<file path="src/rtl/pwm_capture.sv">
// pwm_capture: single-channel PWM decoder.
// Measures the period (rise to rise) and the high time of pwm_in in clk
// cycles and reports both with a one-cycle valid strobe. If no rising edge
// arrives within TIMEOUT cycles, the input is flagged stuck.
// Build option: define PWMCAP_SYNC_EN to condition pwm_in through a two-flop
// synchronizer (asynchronous sources). Leave it undefined for sources that
// already live in the clk domain, where a single register is used instead.
//
// Output handshake: valid is a pure strobe with no ready/back-pressure. It is
// high for exactly one cycle whenever period and duty take new values, and
// period/duty hold steady at all other times. A consumer that wants the value
// must capture it in the valid cycle.

module pwm_capture #(
    parameter int W       = 8,
    parameter int TIMEOUT = 1024
) (
    input  logic         clk,
    input  logic         rst_n,
    input  logic         pwm_in,
    output logic [W-1:0] period,
    output logic [W-1:0] duty,
    output logic         valid,
    output logic         stuck,
    output logic         level,
    output logic [1:0]   dbg_state
);

    localparam int              TW      = $clog2(TIMEOUT + 1);
    localparam logic [W-1:0]    CNT_MAX = '1;
    localparam logic [TW-1:0]   T_LAST  = TW'(TIMEOUT - 1);

    typedef enum logic [1:0] {
        IDLE  = 2'd0,
        MEAS  = 2'd1,
        STUCK = 2'd2
    } state_t;

    state_t        state_q, state_d;
    logic          s;
    logic          s_prev;
    logic          rise;
    logic          timeout;
    logic [W-1:0]  cnt_q, cnt_d;
    logic [W-1:0]  hcnt_q, hcnt_d;
    logic [TW-1:0] tcnt_q, tcnt_d;
    logic [W-1:0]  period_d;
    logic [W-1:0]  duty_d;
    logic          valid_d;
    logic          stuck_d;

`ifdef PWMCAP_SYNC_EN
    logic sync_q;

    // Two-flop synchronizer: pwm_in may change at any time relative to clk.
    always_ff @(posedge clk or negedge rst_n) begin
        if (!rst_n) begin
            sync_q <= 1'b0;
            s      <= 1'b0;
        end else begin
            sync_q <= pwm_in;
            s      <= sync_q;
        end
    end
`else
    // Single sampling register: pwm_in is already synchronous to clk.
    always_ff @(posedge clk or negedge rst_n) begin
        if (!rst_n) begin
            s <= 1'b0;
        end else begin
            s <= pwm_in;
        end
    end
`endif

    // One-cycle delayed copy of the conditioned input for edge detection.
    always_ff @(posedge clk or negedge rst_n) begin
        if (!rst_n) begin
            s_prev <= 1'b0;
        end else begin
            s_prev <= s;
        end
    end

    assign rise      = s & ~s_prev;
    // tcnt holds the number of rise-free cycles already seen; this cycle is
    // the TIMEOUT-th one when it equals TIMEOUT-1.
    assign timeout   = (tcnt_q == T_LAST);
    assign level     = s;
    assign dbg_state = state_q;

    // State, counters and registered outputs.
    always_ff @(posedge clk or negedge rst_n) begin
        if (!rst_n) begin
            state_q <= IDLE;
            cnt_q   <= '0;
            hcnt_q  <= '0;
            tcnt_q  <= '0;
            period  <= '0;
            duty    <= '0;
            valid   <= 1'b0;
            stuck   <= 1'b0;
        end else begin
            state_q <= state_d;
            cnt_q   <= cnt_d;
            hcnt_q  <= hcnt_d;
            tcnt_q  <= tcnt_d;
            period  <= period_d;
            duty    <= duty_d;
            valid   <= valid_d;
            stuck   <= stuck_d;
        end
    end

    // Next-state, counter update and report generation. A rise always takes
    // priority over a coincident timeout.
    always_comb begin
        state_d  = state_q;
        cnt_d    = cnt_q;
        hcnt_d   = hcnt_q;
        tcnt_d   = tcnt_q;
        period_d = period;
        duty_d   = duty;
        valid_d  = 1'b0;
        stuck_d  = stuck;

        case (state_q)
            IDLE: begin
                if (rise) begin
                    // First edge only arms the measurement; nothing reported.
                    state_d = MEAS;
                    cnt_d   = W'(1);
                    hcnt_d  = W'(1);
                    tcnt_d  = '0;
                end else if (timeout) begin
                    state_d  = STUCK;
                    cnt_d    = '0;
                    hcnt_d   = '0;
                    tcnt_d   = '0;
                    period_d = '0;
                    duty_d   = '0;
                    valid_d  = 1'b1;
                    stuck_d  = 1'b1;
                end else begin
                    tcnt_d = tcnt_q + TW'(1);
                end
            end

            MEAS: begin
                if (rise) begin
                    // cnt/hcnt already include every cycle of the closing period.
                    period_d = cnt_q;
                    duty_d   = hcnt_q;
                    valid_d  = 1'b1;
                    cnt_d    = W'(1);
                    hcnt_d   = W'(1);
                    tcnt_d   = '0;
                end else if (timeout) begin
                    state_d  = STUCK;
                    cnt_d    = '0;
                    hcnt_d   = '0;
                    tcnt_d   = '0;
                    period_d = '0;
                    duty_d   = '0;
                    valid_d  = 1'b1;
                    stuck_d  = 1'b1;
                end else begin
                    // Saturate rather than wrap; hcnt <= cnt is preserved.
                    if (cnt_q != CNT_MAX) begin
                        cnt_d = cnt_q + W'(1);
                    end
                    if (s && (hcnt_q != CNT_MAX)) begin
                        hcnt_d = hcnt_q + W'(1);
                    end
                    tcnt_d = tcnt_q + TW'(1);
                end
            end

            STUCK: begin
                cnt_d  = '0;
                hcnt_d = '0;
                tcnt_d = '0;
                if (rise) begin
                    state_d = MEAS;
                    cnt_d   = W'(1);
                    hcnt_d  = W'(1);
                    stuck_d = 1'b0;
                end
            end

            default: begin
                state_d = IDLE;
                cnt_d   = '0;
                hcnt_d  = '0;
                tcnt_d  = '0;
            end
        endcase
    end

endmodule

</file>
<file path="config.mk">
export PLATFORM = sky130hd
export DESIGN_NAME = pwm_capture
export DESIGN_NICKNAME = d
export VERILOG_FILES = /design/src/rtl/pwm_capture.sv
export SDC_FILE = /design/constraint.sdc
export NUM_CORES = 1
export LEC_CHECK = 0
export BUFFER_PORTS_ARGS = -buffer_cell sky130_fd_sc_hd__clkbuf_2
export CORE_MARGIN = 4
export CORE_UTILIZATION = 55
export DETAILED_ROUTE_END_ITERATION = 8
export HOLD_SLACK_MARGIN = 0.15
export PLACE_DENSITY = 0.76
export SLEW_MARGIN = 20
export SYNTH_ARGS = -nofsm -noshare
export SYNTH_HDL_FRONTEND = slang
export SYNTH_SLANG_ARGS = --single-unit
</file>
<file path="constraint.sdc">
create_clock -name clk -period 3.7 [get_ports clk]
set_input_delay 0.37 -clock clk [delete_from_list [all_inputs] [get_ports clk]]
set_output_delay 0.37 -clock clk [all_outputs]
set_load 0.1 [all_outputs]
</file>
**Word-level counts from Yosys, hierarchy flattened**

Cells that the tools add are included.

- Register bits after elaboration: 49
- Input bits: 3
- Output and inout port bits: 21
- Word-level logic and storage cells: 73

- Add/sub/neg operators: 3
- Eq/ne operators: 13
- Multiplexer cells: 35
- Bitwise operators: 2
- Reductions and logical operators: 10

Operator list:

| operator | number |
|---|---|
| 2-to-1 mux 8 bit | 14 |
| case mux 8 bit (3 select lines) | 2 |
| 2-to-1 mux 11 bit | 3 |
| case mux 8 bit (2 select lines) | 2 |
| adder 8 x 1 -> 8 bit, second input constant | 2 |
| inequality test 8 bit, second input constant | 2 |
| adder 11 x 1 -> 11 bit, second input constant | 1 |
| equality test 11 x 10 -> 1 bit, second input constant | 1 |
| 2-to-1 mux 2 bit | 4 |
| inequality test 2 bit, second input constant | 4 |
| inequality test 4 bit, second input constant | 2 |
| AND reduction 2 bit | 4 |
| 2-to-1 mux 1 bit | 7 |
| case mux 2 bit (3 select lines) | 1 |
| case mux 1 bit (2 select lines) | 2 |
| AND reduction 4 bit | 1 |
| nonzero test 2 bit | 2 |
| inequality test 3 bit, second input constant | 1 |
| equality test 2 x 1 -> 1 bit, second input constant | 1 |
| equality test 2 bit, second input constant | 1 |
| zero test 2 bit | 1 |
| inequality test 2 x 1 -> 1 bit, second input constant | 1 |
| OR reduction 2 bit | 1 |
| AND 1 bit | 1 |
| 2 further kinds | 2 |

**Longest topological paths before layout**

- Depth after elaboration: 6
- Mapped depth: 7
- Depth with buffers taken out: 5

**Worst setup path before layout**

No wires, ideal clock.

- Kind: reg2reg
- Start: register s, in the netlist level
- End: register duty[0]
- Library setup time: 0.122 ns
- Arrival time: 2.030 ns
- Data required time: 3.578 ns
- Slack: 1.548 ns
- Stages on the path, launching flop included: 6
- Path buffers: 2
- Period minus slack after synthesis: 2.152 ns
- Cell sequence: dfrtp_1 nand2b_1 a211o_1 buf_6 buf_6 a22o_1

- Word-level cells in the longest chain between the ends: 3
- Elaborated cells between the ends (all ways): 5
- Classes of those cells: eq/ne (1); mux (2); bitwise (1); reduce/logical (1)

RTL lines:

| what | line | RTL |
|---|---|---|
| start, declared | 40 | `logic s;` |
| start signal, assigned | 71 | `s <= pwm_in;` |
| AND 1 bit * | 85 | `assign rise = s & ~s_prev;` |
| 2-to-1 mux 8 bit / inequality test 2 bit (equally long branches) | - |  |
| case mux 8 bit (2 select lines) / AND reduction 2 bit (equally long branches) | - |  |
| end signal, assigned | 109 | `duty <= duty_d;` |
| end, declared | 22 | `output logic [W-1:0] duty,` |

Every way passes the cells marked *; elsewhere a longest branch is shown, timed or not.
A chain may end at the register's enable or synchronous reset.

**Final worst setup path**

- Start: register tcnt_q[0]
- End: register duty[2]

- Word-level cells in the longest chain between the ends: 4
- Elaborated cells between the ends (all ways): 5
- Classes of those cells: eq/ne (1); mux (4)

RTL lines:

| what | line | RTL |
|---|---|---|
| start, declared | 46 | `logic [TW-1:0] tcnt_q, tcnt_d;` |
| start signal, assigned | 107 | `tcnt_q <= tcnt_d;` |
| equality test 11 x 10 -> 1 bit * | 88 | `assign timeout = (tcnt_q == T_LAST);` |
| 2-to-1 mux 8 bit * | - |  |
| 2-to-1 mux 8 bit, on equally long branches | - |  |
| case mux 8 bit (2 select lines) * | - |  |

Every way passes the cells marked *; elsewhere a longest branch is shown, timed or not. The select of a mux whose other input is x is not followed.

==> impl_metrics.ini <==
[synthesis]
synth-seq-area-share_pct = 56.1
synth-edff-count = 0
ys_types = 42
yosys_warnings = 0
synthCells = 195
syn_area_mm2 = 0.00219
synth.top_cell.area_share_pct = 56.1
synthArstFlopShare_pct = 100
syn-num-nets = 201
synth_area_leaders = dfrtp_1 (56%), a22o_1 (6.4%), xor2_1 (4.4%)
yosys_most_used_dff = dfrtp_1
ys_seq_elements = 49
synth_top_cell_by_area = dfrtp_1
syn_avg_cell_area_um2 = 11.2

[clock_network]
clock_latency_ns = 0.30
cts_root_buffer = clkbuf_8
post_cts_resized = 0
cts_buffers = 5
htreeDepth = 2
cts_tree = done
path_clk_slew_ns = 0.09
holdBufCountCts = 0
cts_setup_buffers = 0
cts_buffer_depth = 2
cts.sinks = 49

[floorplan]
dieArea_mm2 = 0.00505
die_h_um = 71.0
core_area_mm2 = 0.00374
io_pins = 24
die_x_um = 71.0
start_util_pct = 58.4
fp-row-count = 22

[sta]
setup_viol = 0
max_slew_margin_pct = 36.2
tns_ns = 0
fmax_mhz = 493
fin_skew_ns = 0.00877
fin_crit_ns = 2.03
finalWorstSetupSlack_ns = 1.67
whs_ns = 0.156
hold_violations = 0
finalMaxSlewViolations = 0
tightest_slew_ns = 0.954
min_period_over_period_pct = 54.8
rsz0062_at_grt = false

[finish]
area_growth_pct = 11.8
antenna_cells = 0
num-fill-cells = 305
final_layout_size_suffix_gt1_share_pct = 17.4
stdcell_count = 267
final_nets = 224
layout_commonest_cell = dfrtp_1
layout_common_cells = dfrtp_1 (49), nor2_1 (24), clkbuf_2 (23), a22o_1 (16), nand2_1 (14)

[setup_path]
worstPathMaxFanout = 17
arrival_ns = 2.21
worstSetupPathType = reg2reg
cp-end-kind = register
start_kind = register
required_ns = 3.88

[detailed_routing]
num_vias = 1566
via_per_inst = 5.87
drc = 0
dr.pass1.iters = 4
wl_mm = 4.03
antenna_left = 0
post_drt_wl_per_cell_um = 15.1
drtIter0Drc = 99

[place]
pre_cts_ws_ns = 1.67
place_congestion = 0.866
portBuffers = 23
dp.cells = 259
dp_hpwl_mm = 2.83

[global_routing]
first_global_vias = 1645
grt_max_degree = 50
grt-ovfl-total = 0
antenna_found_initial = 0
grt_usage_pct = 18.0
grt_pass1_wl_mm = 7.24

[power_and_ir_drop]
powerDensity_mw_per_mm2 = 636
power.total_mw = 1.55
p_leak_nw = 1.19
max-vdd-ir-drop_mv = 0.282

[run_status]
status = finished, final reports clean

[run]
max_cap_viol_count = 0

[hold_path]
hp-class = in2async
## critical path, stage by stage, from the launching register on
cell      delay (ns)
dfrtp_1         0.40
ha_1            0.23
and4_4          0.28
nand4b_4        0.14
a211o_1         0.54
a22o_1          0.32
## per-stage QoR
step | area [µm²] | utilization (%)
detailed placement | 2320 | 62.1
global placement | 2320 | 62.1
global route | 2440 | 65.3
CTS | 2440 | 65.3
floorplan | 2190 | -
finish | 2440 | 65.3
## kinds of logic (layout without fill, tap and decap cells)
kind of cell               Yosys count  after routing  synth area share, %
and+or+nand+nor                     74             74                 18.3
xor gates and xnor gates            13             13                 5.21
adders and majority gates            3              3                 1.72
muxes                                6              6                 2.80
DFF                                 49             49                 56.1
AOI/OAI and AO/OA                   39             39                 13.3
buffers and inverters               11             35                 2.58
## metal layers
metal	vias up	track usage (%)	part of all wire, %
li1	752	-	-
met1	763	22.1	45
met2	47	29.2	49
met3	4	5.11	5.1
met4	0	8.56	0.79
met5	-	0	0
## final timing paths
check	from	to	slack, ns	depth (start not counted)
setup / recovery	tcnt_q[0]$_DFF_PN0_	duty[2]$_DFFE_PN0P_	1.67	5
hold / removal	rst_n	period[7]$_DFFE_PN0P_	0.16	2
setup reg to reg	tcnt_q[0]$_DFF_PN0_	duty[2]$_DFFE_PN0P_	1.67	5
hold reg to reg	tcnt_q[0]$_DFF_PN0_	tcnt_q[0]$_DFF_PN0_	0.50	1
max in group asynchronous	rst_n	hcnt_q[5]$_DFFE_PN0P_	3.15	2
min in group clk	pwm_in	level$_DFF_PN0_	0.18	1
## Yosys cell counts (2+ instances only)
| master | count |
|---|---|
| mux2i_1 | 5 |
| a31oi_1 | 3 |
| a21oi_1 | 8 |
| ha_1 | 3 |
| o21ai_0 | 2 |
| a22o_1 | 16 |
| inv_1 | 2 |
| nor3_1 | 7 |
| dfrtp_1 | 49 |
| clkbuf_1 | 6 |
| nand3_1 | 5 |
| nand2_1 | 14 |
| xnor2_1 | 2 |
| and2_1 | 3 |
| and4_1 | 3 |
| xor2_1 | 11 |
| buf_6 | 2 |
| and3_1 | 3 |
| nand4_1 | 4 |
| nor2b_1 | 2 |
| nor2_1 | 24 |
## registers in the layout (all words and copies together) (netlist names)
register and count:
tcnt_q 11, cnt_q 8, duty 8, hcnt_q 8
period 8, dbg_state 2, level 1, s_prev 1
stuck 1, valid 1
## where the power goes
part           switching (mW)  total (mW)  internal, mW
registers              0.0786       0.697         0.618
logic                   0.358       0.469         0.111
clock network           0.168       0.388         0.220
## final cells by class
type	count	area, µm²	area share [%]
flip-flops and latches	49	1230	50.2
multi-input cells	135	903	37.0
repair buffers	24	123	5.02
clock buffers	6	82.6	3.38
well taps	48	60.1	2.46
clock inverters	2	37.5	1.54
inverters	3	11.3	0.461
(Power assumes the default switching activity.)
